[src/rtl/hub75_pkg.sv]
// Shared constants and types for the HUB75 row capture block.
package hub75_pkg;

   localparam int unsigned COLS_DEF     = 64;
   localparam int unsigned ROW_BITS_DEF = 5;
   localparam int unsigned RGB_W        = 6;
   localparam int unsigned CNT_W        = 8;

   typedef enum logic {
      S_IDLE = 1'b0,
      S_EMIT = 1'b1
   } state_e;

endpackage

[src/rtl/hub75_input_sync.sv]
// Two-flop synchronizer plus one delay stage per bit; rise pulse = stage2 & ~stage3.
module hub75_input_sync #(
   parameter int unsigned W       = 1,
   parameter logic [W-1:0] RST_VAL = '0
) (
   input  logic         i_clk,
   input  logic         i_rst_n,
   input  logic [W-1:0] i_d,
   output logic [W-1:0] o_s2,
   output logic [W-1:0] o_rise_c
);

   logic [W-1:0] s1_q, s2_q, s3_q;
   logic [W-1:0] s1_d, s2_d, s3_d;

   always_comb begin
      s1_d = i_d;
      s2_d = s1_q;
      s3_d = s2_q;
   end

   always_ff @(posedge i_clk or negedge i_rst_n) begin
      if (!i_rst_n) begin
         s1_q <= RST_VAL;
         s2_q <= RST_VAL;
         s3_q <= RST_VAL;
      end else begin
         s1_q <= s1_d;
         s2_q <= s2_d;
         s3_q <= s3_d;
      end
   end

   assign o_s2     = s2_q;
   assign o_rise_c = s2_q & ~s3_q;

endmodule

[src/rtl/hub75_row_capture.sv]
// Captures HUB75 panel shift traffic into a row buffer and replays it as a
// valid/ready stream of pixel words, flagging malformed rows as sticky errors.
module hub75_row_capture
   import hub75_pkg::*;
#(
   parameter int unsigned COLS     = COLS_DEF,
   parameter int unsigned ROW_BITS = ROW_BITS_DEF
) (
   input  logic                i_clk,
   input  logic                i_rst_n,
   input  logic                i_data_clock,
   input  logic                i_data_latch,
   input  logic                i_data_blank,
   input  logic [1:0]          i_data_r,
   input  logic [1:0]          i_data_g,
   input  logic [1:0]          i_data_b,
   input  logic [ROW_BITS-1:0] i_row_select,
   output logic                o_px_valid,
   input  logic                i_px_ready,
   output logic [ROW_BITS-1:0] o_px_row,
   output logic [7:0]          o_px_col,
   output logic [RGB_W-1:0]    o_px_rgb,
   output logic                o_row_done,
   output logic                o_err_len,
   output logic                o_err_overrun,
   output logic                o_err_blank,
   input  logic                i_err_clear
);

   localparam int unsigned SYNC_W = ROW_BITS + RGB_W + 3;
   localparam int unsigned IDX_W  = (COLS > 1) ? $clog2(COLS) : 1;
   localparam int unsigned CLK_B  = ROW_BITS + RGB_W;
   localparam int unsigned LAT_B  = ROW_BITS + RGB_W + 1;
   localparam int unsigned BLK_B  = ROW_BITS + RGB_W + 2;
   localparam logic [SYNC_W-1:0] SYNC_RST = {1'b1, {(SYNC_W-1){1'b0}}};

   logic [SYNC_W-1:0]   sync_in;
   logic [SYNC_W-1:0]   sync_s2;
   logic [SYNC_W-1:0]   sync_rise_c;
   logic [ROW_BITS-1:0] row_s2;
   logic [RGB_W-1:0]    rgb_s2;
   logic                shift_rise_c;
   logic                latch_rise_c;
   logic                blank_s2;
   logic                unused_sync;

   // Blank sits in the MSB so it resets to the blanked level.
   assign sync_in = {i_data_blank, i_data_latch, i_data_clock,
                     i_data_r, i_data_g, i_data_b, i_row_select};

   hub75_input_sync #(
      .W       (SYNC_W),
      .RST_VAL (SYNC_RST)
   ) u_sync (
      .i_clk    (i_clk),
      .i_rst_n  (i_rst_n),
      .i_d      (sync_in),
      .o_s2     (sync_s2),
      .o_rise_c (sync_rise_c)
   );

   assign row_s2       = sync_s2[ROW_BITS-1:0];
   assign rgb_s2       = sync_s2[ROW_BITS +: RGB_W];
   assign blank_s2     = sync_s2[BLK_B];
   assign shift_rise_c = sync_rise_c[CLK_B];
   assign latch_rise_c = sync_rise_c[LAT_B];
   assign unused_sync  = ^{sync_rise_c[BLK_B], sync_rise_c[CLK_B-1:0], sync_s2[LAT_B:CLK_B]};

   state_e                       state_q, state_d;
   logic [COLS-1:0][RGB_W-1:0]   sr_q, sr_d;
   logic [COLS-1:0][RGB_W-1:0]   buf_q, buf_d;
   logic [CNT_W-1:0]             cnt_q, cnt_d;
   logic                         valid_q, valid_d;
   logic [ROW_BITS-1:0]          row_q, row_d;
   logic [7:0]                   col_q, col_d;
   logic [RGB_W-1:0]             rgb_q, rgb_d;
   logic                         done_q, done_d;
   logic                         err_len_q, err_len_d;
   logic                         err_ovr_q, err_ovr_d;
   logic                         err_blk_q, err_blk_d;
   logic [7:0]                   col_nxt;
   logic                         accept_c;

   assign accept_c = valid_q & i_px_ready;
   assign col_nxt  = col_q + 8'd1;

   always_comb begin
      state_d   = state_q;
      sr_d      = sr_q;
      buf_d     = buf_q;
      cnt_d     = cnt_q;
      valid_d   = valid_q;
      row_d     = row_q;
      col_d     = col_q;
      rgb_d     = rgb_q;
      done_d    = 1'b0;
      err_len_d = err_len_q & ~i_err_clear;
      err_ovr_d = err_ovr_q & ~i_err_clear;
      err_blk_d = err_blk_q & ~i_err_clear;

      // New pixels enter column 0 and migrate upward, so pixel k ends in COLS-1-k.
      if (shift_rise_c) begin
         sr_d = {sr_q[COLS-2:0], rgb_s2};
      end

      // A shift coinciding with a latch belongs to the following row.
      if (latch_rise_c) begin
         cnt_d = shift_rise_c ? CNT_W'(1) : CNT_W'(0);
      end else if (shift_rise_c && (cnt_q != {CNT_W{1'b1}})) begin
         cnt_d = cnt_q + CNT_W'(1);
      end

      if (latch_rise_c && !blank_s2) begin
         err_blk_d = 1'b1;
      end

      unique case (state_q)
         S_IDLE: begin
            if (latch_rise_c) begin
               if (cnt_q == CNT_W'(COLS)) begin
                  buf_d   = sr_q;
                  row_d   = row_s2;
                  col_d   = 8'd0;
                  rgb_d   = sr_q[0];
                  valid_d = 1'b1;
                  state_d = S_EMIT;
               end else begin
                  err_len_d = 1'b1;
               end
            end
         end
         S_EMIT: begin
            if (latch_rise_c) begin
               err_ovr_d = 1'b1;
            end
            if (accept_c) begin
               if (col_q == 8'(COLS - 1)) begin
                  valid_d = 1'b0;
                  done_d  = 1'b1;
                  state_d = S_IDLE;
               end else begin
                  col_d = col_nxt;
                  rgb_d = buf_q[IDX_W'(col_nxt)];
               end
            end
         end
         default: state_d = S_IDLE;
      endcase
   end

   always_ff @(posedge i_clk or negedge i_rst_n) begin
      if (!i_rst_n) begin
         state_q <= S_IDLE;
      end else begin
         state_q <= state_d;
      end
   end

   always_ff @(posedge i_clk or negedge i_rst_n) begin
      if (!i_rst_n) begin
         sr_q      <= '0;
         buf_q     <= '0;
         cnt_q     <= '0;
         valid_q   <= 1'b0;
         row_q     <= '0;
         col_q     <= '0;
         rgb_q     <= '0;
         done_q    <= 1'b0;
         err_len_q <= 1'b0;
         err_ovr_q <= 1'b0;
         err_blk_q <= 1'b0;
      end else begin
         sr_q      <= sr_d;
         buf_q     <= buf_d;
         cnt_q     <= cnt_d;
         valid_q   <= valid_d;
         row_q     <= row_d;
         col_q     <= col_d;
         rgb_q     <= rgb_d;
         done_q    <= done_d;
         err_len_q <= err_len_d;
         err_ovr_q <= err_ovr_d;
         err_blk_q <= err_blk_d;
      end
   end

   assign o_px_valid    = valid_q;
   assign o_px_row      = row_q;
   assign o_px_col      = col_q;
   assign o_px_rgb      = rgb_q;
   assign o_row_done    = done_q;
   assign o_err_len     = err_len_q;
   assign o_err_overrun = err_ovr_q;
   assign o_err_blank   = err_blk_q;

endmodule
[config.mk]
export PLATFORM = sky130hd
export DESIGN_NAME = hub75_row_capture
export DESIGN_NICKNAME = d
export VERILOG_FILES = /design/src/rtl/hub75_pkg.sv /design/src/rtl/hub75_input_sync.sv /design/src/rtl/hub75_row_capture.sv
export SDC_FILE = /design/constraint.sdc
export NUM_CORES = 1
export LEC_CHECK = 0
export ABC_AREA = 1
export CAP_MARGIN = 30
export CORE_ASPECT_RATIO = 1.75
export CORE_MARGIN = 4
export CORE_UTILIZATION = 26
export CTS_CLUSTER_SIZE = 25
export DETAILED_ROUTE_END_ITERATION = 10
export GPL_TIMING_DRIVEN = 0
export PLACE_DENSITY_LB_ADDON = 0.3
export REMOVE_ABC_BUFFERS = 1
export SLEW_MARGIN = 20
export SYNTH_ARGS = -nofsm -noshare
export SYNTH_HDL_FRONTEND = slang
export SYNTH_SLANG_ARGS = --single-unit
[constraint.sdc]
create_clock -name i_clk -period 5.48 [get_ports i_clk]
set_input_delay 0.822 -clock i_clk [delete_from_list [all_inputs] [get_ports i_clk]]
set_output_delay 0.822 -clock i_clk [all_outputs]
set_load 0.05 [all_outputs]
# --- Word level (Yosys, flattened, before mapping) ---
# Cells that the tools add are included.
# W data, S select, Z words.
word_totals:
  regBits: 842
  in_bits: 18
  out_inout_bits: 24
op_classes:
  add_sub_neg: 2
  order_cmp: 1
  eq_ne: 8
  muxes: 34
  bitwise_logic: 8
  reduce_logical: 7
ops:
  columns: ["op", "n"]
  rows:
  - ["$mux W8", 6]
  - ["$bmux W6 S6", 1]
  - ["$mux W6", 5]
  - ["$mux W1", 18]
  - ["$add A8 B1 Y8 const B", 2]
  - ["$pmux W8 S2", 1]
  - ["$and A13 B13 Y13", 1]
  - ["$not A13 Y13", 1]
  - ["$pmux W6 S2", 1]
  - ["$eq A8 B6 Y1 const B", 1]
  - ["$eq A8 B7 Y1 const B", 1]
  - ["$ne A8 B8 Y1 const B", 1]
  - ["$reduce_and A4 Y1", 2]
  - ["$lt A6 B7 Y1 const B", 1]
  - ["$ne A2 B2 Y1 const B", 3]
  - ["$and A1 B1 Y1", 4]
  - ["$ne A2 B1 Y1 const B", 2]
  - ["$pmux W1 S2", 2]
  - ["$reduce_and A3 Y1", 1]
  - ["$logic_and A1 B1 Y1", 2]
  - ["$not A1 Y1", 2]
  - ["$reduce_bool A2 Y1", 1]
  - ["$logic_not A1 Y1", 1]

# --- Logic depth before layout (Yosys ltp) ---
logic_depth:
  depth_word: 6
  ltp_mapped: 13
  ltp_nobuf: 13

# --- Modules after synthesis ---
# A second synthesis with hierarchy kept.
hier_totals:
  cells_unflattened: 4172
  hier_area_um2: 35295.1
by_module_without_submodules:
  columns: ["module", "instances", "cells_per_inst", "area_per_inst_um2", "seq_area_each_um2"]
  rows:
  - ["hub75_row_capture", 1, 4102, 34100.2, 20044.2]
  - ["hub75_input_sync", 1, 70, 1194.9, 1054.8]

# --- Worst setup path after synthesis ---
# No wires, ideal clock.
synth_path:
  path_type: "reg-to-reg"
  start: "register col_q[0], in the netlist o_px_col[0]"
  end: "register rgb_q[0], in the netlist o_px_rgb[0]"
  arrival_time_ps: 2089
  required_ps: 5414
  path_slack_ps: 3325
  path_stages_with_launch: 13
  path_cell_list: "dfrtp_1 ha_1 inv_1 buf_2 clkbuf_1 nand3_1 nand3_1 nand3_1 nand3_1 nand3_1 nand3_1 nand2_1 nand2_1"
synth_via:
  elab_chain_len: 6
synth_rtl:
  columns: ["item", "line", "rtl"]
  rows:
  - ["from (decl)", "hub75_row_capture.sv:75", "logic [7:0] col_q, col_d;"]
  - ["from (signal assigned)", "hub75_row_capture.sv:178", "col_q <= col_d;"]
  - ["$add A8 B1 Y8", "hub75_row_capture.sv:85", "assign col_nxt = col_q + 8'd1;"]
  - ["$bmux W6 S6", "hub75_row_capture.sv:143", "rgb_d = buf_q[IDX_W'(col_nxt)];"]
  - ["$mux W6 (not written as such)", "hub75_row_capture.sv:143", null]
  - ["$mux W6", "hub75_row_capture.sv:137", "if (col_q == 8'(COLS - 1)) begin"]
  - ["$mux W6", "hub75_row_capture.sv:136", "if (accept_c) begin"]
  - ["$pmux W6 S2", "hub75_row_capture.sv:117", "unique case (state_q)"]
  - ["to (signal assigned)", "hub75_row_capture.sv:179", "rgb_q <= rgb_d;"]
  - ["to (decl)", "hub75_row_capture.sv:76", "logic [RGB_W-1:0] rgb_q, rgb_d;"]
# Parallel ways exist; a longest one is shown, timed or not. The select of a mux whose other input is x is not followed.
# A chain may end at the register's enable or synchronous reset.

# --- Worst setup path after layout ---
layout_path:
  start: "register col_q[0], in the netlist o_px_col[0]"
  end: "register rgb_q[2], in the netlist o_px_rgb[2]"
# Same word-level chain as after synthesis.

==> flow_summary.toml <==
[clock_network]
clkTransAtPathRegs_ns = 0.07
cts_tree = "yes"
cts.sinks = 831
cts-root-buf = "clkbuf_16"
cts.htree.levels = 3
hold_buffers = 0
clock_path_buffers = 3
post_cts_buffers = 0
cts_buffers = 74
clkLatencyLatePin_ns = 0.63
post_cts_resize_count = 0

[routing]
drc = 0
vias_per_cell = 4.34
detail-route-antenna-nets = 0
routedWlPerCell_um = 13.4
drtIter0Drc = 1483
vias = 25700
drt_pass1_iterations = 5
wl_um = 79200

[yosys]
synth_edf_count = 0
ys_seq_area_share_pct = 59.7
async_flop_share_pct = 100
synth-adder-area-share_pct = 0.108
synth_compound_area_share_pct = 11.9
synth_top_family_by_area = "simple AND/OR/NAND/NOR gates"
yosys.area_share.simple_pct = 19.4
synth_xor_area_share_pct = 0.0754
yosysWarningCount = 0
synth_cell_type_count = 30
synth.avg_cell_area_um2 = 8.41
yosys_most_used_dff = "dfrtp_1"
syn_inst = 4145
synth_area_um2 = 34900
synth_mux_area_share_pct = 0
ys_ff_latch = 831

[layout]
syn_to_final_growth_pct = 16.5
nNetsFinal = 4092
drive_gt1_share_pct = 4.94
fin_cells = 5921
fill_cells = 14200
regArea_um2 = 20800
multi_input_area_um2 = 11100
postLayoutCoreUtil_pct = 30.5

[floorplan]
ioPinCount = 42
num_rows = 177
die_width_um = 285
core_um2 = 133000
initial_core_util_pct = 26.2
die_y_um = 492
die-area_um2 = 140000

[sta]
hold_viol = 0
slew_headroom_pct = 46.7
finalSetupTns_ns = 0
fmax_mhz = 217
min_period_ns = 4.61
finalMaxSlewViolations = 0
skew_ns = 0.0216
setup_viol_count_final = 0
fin_ws_ns = 0.867
finalCritPeriodShare_pct = 84.2
rsz0062_at_grt = "no"
worst_pin_slew_ns = 0.800

[placed_design]
place_congestion = 0.703
dpl.cell_count = 5785
dpl.hpwl_um = 46200
port_buffers = 41
dp_worst_setup_slack_ns = 0.837

[setup_path]
cp_common_cell = "nand3_1"
crit_arrival_ns = 5.14
crit_type = "register to register"
critPathMaxFanout = 86
worstSetupEndpointType = "register"
cp.required_ns = 6.01
rrSetupSlack_ns = 0.87
timing.critical_path.from = "o_px_col[0]"
path_cells = "buf_16 > buf_16 > inv_8 > buf_16 > nor2_1 > nand2_1 > nand2_4 > inv_2 > buf_12 > nand3_1 > nand3_1 > nand3_1 > nand3_1 > nand2_1 > nand2_1"
r2r-start = "o_px_col[0]"
r2r_cells = 15
critPathMaxStageDelay_ns = 0.74
reg2reg_to = "o_px_rgb[2]"
crit_path_start_kind = "register"
cpMaxStageDelayCell = "dfrtp_4"

[power_and_ir_drop]
p_leak_uw = 0.0180
p_comb_share_pct = 20.3
peakVddDrop_uv = 280
total_power_uw = 15300
powerDensity_nw_per_um2 = 378
internal_power_uw = 10700
clockPowerShare_pct = 37.6
seqPwrFrac_pct = 42.1
switchingPower_uw = 4690
power_switching_share_pct = 30.6

[global_route]
grt_max_degree = 140
antenna_found_initial = 1
grt_usage_pct = 11.5
grt_overflow = 0
grt_pass1_vias = 26200
grt_pass1_wl_um = 135000

[flow_run]
maxCapViolCount = 0

[status]
outcome = "completed"

[worst_hold_path]
min_path_type = "primary input to async pin"
-- area by class of cell --
cell class	instances	share of cell area [%]
diodes	1	0.00616
flip-flops and latches	831	51.2
repair buffers	104	4.66
well taps	1790	5.51
clock inverters	23	1.02
clock buffers	112	5.59
inverters	514	4.79
multi-input cells	2546	27.2
-- synth_stat cells (6+ instances only) --
library cell,count,area (µm²)
a21oi_1,6,30.0
buf_1,7,26.3
buf_2,128,641
clkbuf_1,112,420
dfrtp_1,829,20700
inv_1,510,1910
nand2_1,1359,5100
nand3_1,246,1230
nor2_1,100,375
o21ai_0,766,3830
o21ai_1,49,245
-- worst max-delay path, delay by kind of cell (launching register included) --
family | cells | cell delay (ns)
flip-flops | 1 | 0.74
buffers and inverters | 6 | 1.67
AND/OR/NAND/NOR | 9 | 1.80
-- registers in the layout, summed over array words and instances, names as in the netlist --
signal and count:
o_row_done 1, o_err_blank 1, o_px_rgb 6, u_sync.s1_q 14, cnt_q 8, o_px_col 8
o_err_overrun 1, buf_q 384, sr_q 384, u_sync.o_s2 14, u_sync.s3_q 2, o_err_len 1
o_px_valid 1, o_px_row 5, state_q 1
-- power by group through the flow --
stage                     Combinational (µW)  Clock (µW)  Sequential [µW]
after floorplan                         1350           0             6710
after global routing                    3400        6190             6490
final                                   3110        5770             6460
after global placement                  2930           0             6690
after detailed placement                3190           0             6580
after CTS                               3200        5990             6460
-- layout by cell type (no fill, tap or decap), types with 2 or more instances in the layout --
cell type / count
clkinv_2: 6
inv_1: 508
ha_1: 2
nand3_1: 246
nor2_1: 98
clkdlybuf4s50_1: 40
nor2_4: 2
o21a_1: 2
bufinv_16: 11
dfrtp_1: 828
buf_16: 37
nand4_1: 2
nand2_4: 2
inv_2: 4
clkbuf_8: 17
nand2_1: 1358
a21oi_1: 6
buf_12: 18
buf_8: 3
clkbuf_16: 79
o21ai_0: 766
dfstp_2: 2
clkinvlp_4: 4
clkbuf_1: 16
inv_8: 2
buf_6: 6
o21ai_1: 49
-- metrics by stage --
step	hold slack, ns	instance area [µm²]
after floorplan	0.331	33700
after global placement	0.332	36400
after detailed placement	0.336	37900
after CTS	0.122	40600
after global routing	0.164	40600
final	0.105	40600
-- worst max path at each step --
stage / slack (ns) / end / cells past startpoint
2_1_floorplan: -19.47 / sr_q[11] / 4
3_3_place_gp: -40.78 / sr_q[52] / 4
3_5_place_dp: 0.84 / o_px_rgb[3] / 15
4_1_cts: 0.81 / o_px_rgb[3] / 15
5_1_grt: 0.66 / o_px_rgb[2] / 15
6_report: 0.87 / o_px_rgb[2] / 15
-- routing by layer --
metal / vias to the layer above / GRT usage [%] / wire length (µm)
met3: 114 / 1.66 / 2320
met5: - / 0 / 0
met2: 271 / 21.3 / 40300
li1: 12800 / - / -
met4: 0 / 3.41 / 1920
met1: 12600 / 13.7 / 34700
-- logic make-up (layout without fill, tap and decap cells) --
logic type                 Yosys count  count (layout)
and+or+nand+nor                   1713            1713
DFF                                831             831
AOI/OAI and AO/OA                  827             827
buffers and inverters              768             753
adders and majority gates            3               3
xor gates and xnor gates             3               3
other                                0               1
Note: power is estimated with default switching activity, not from simulation.
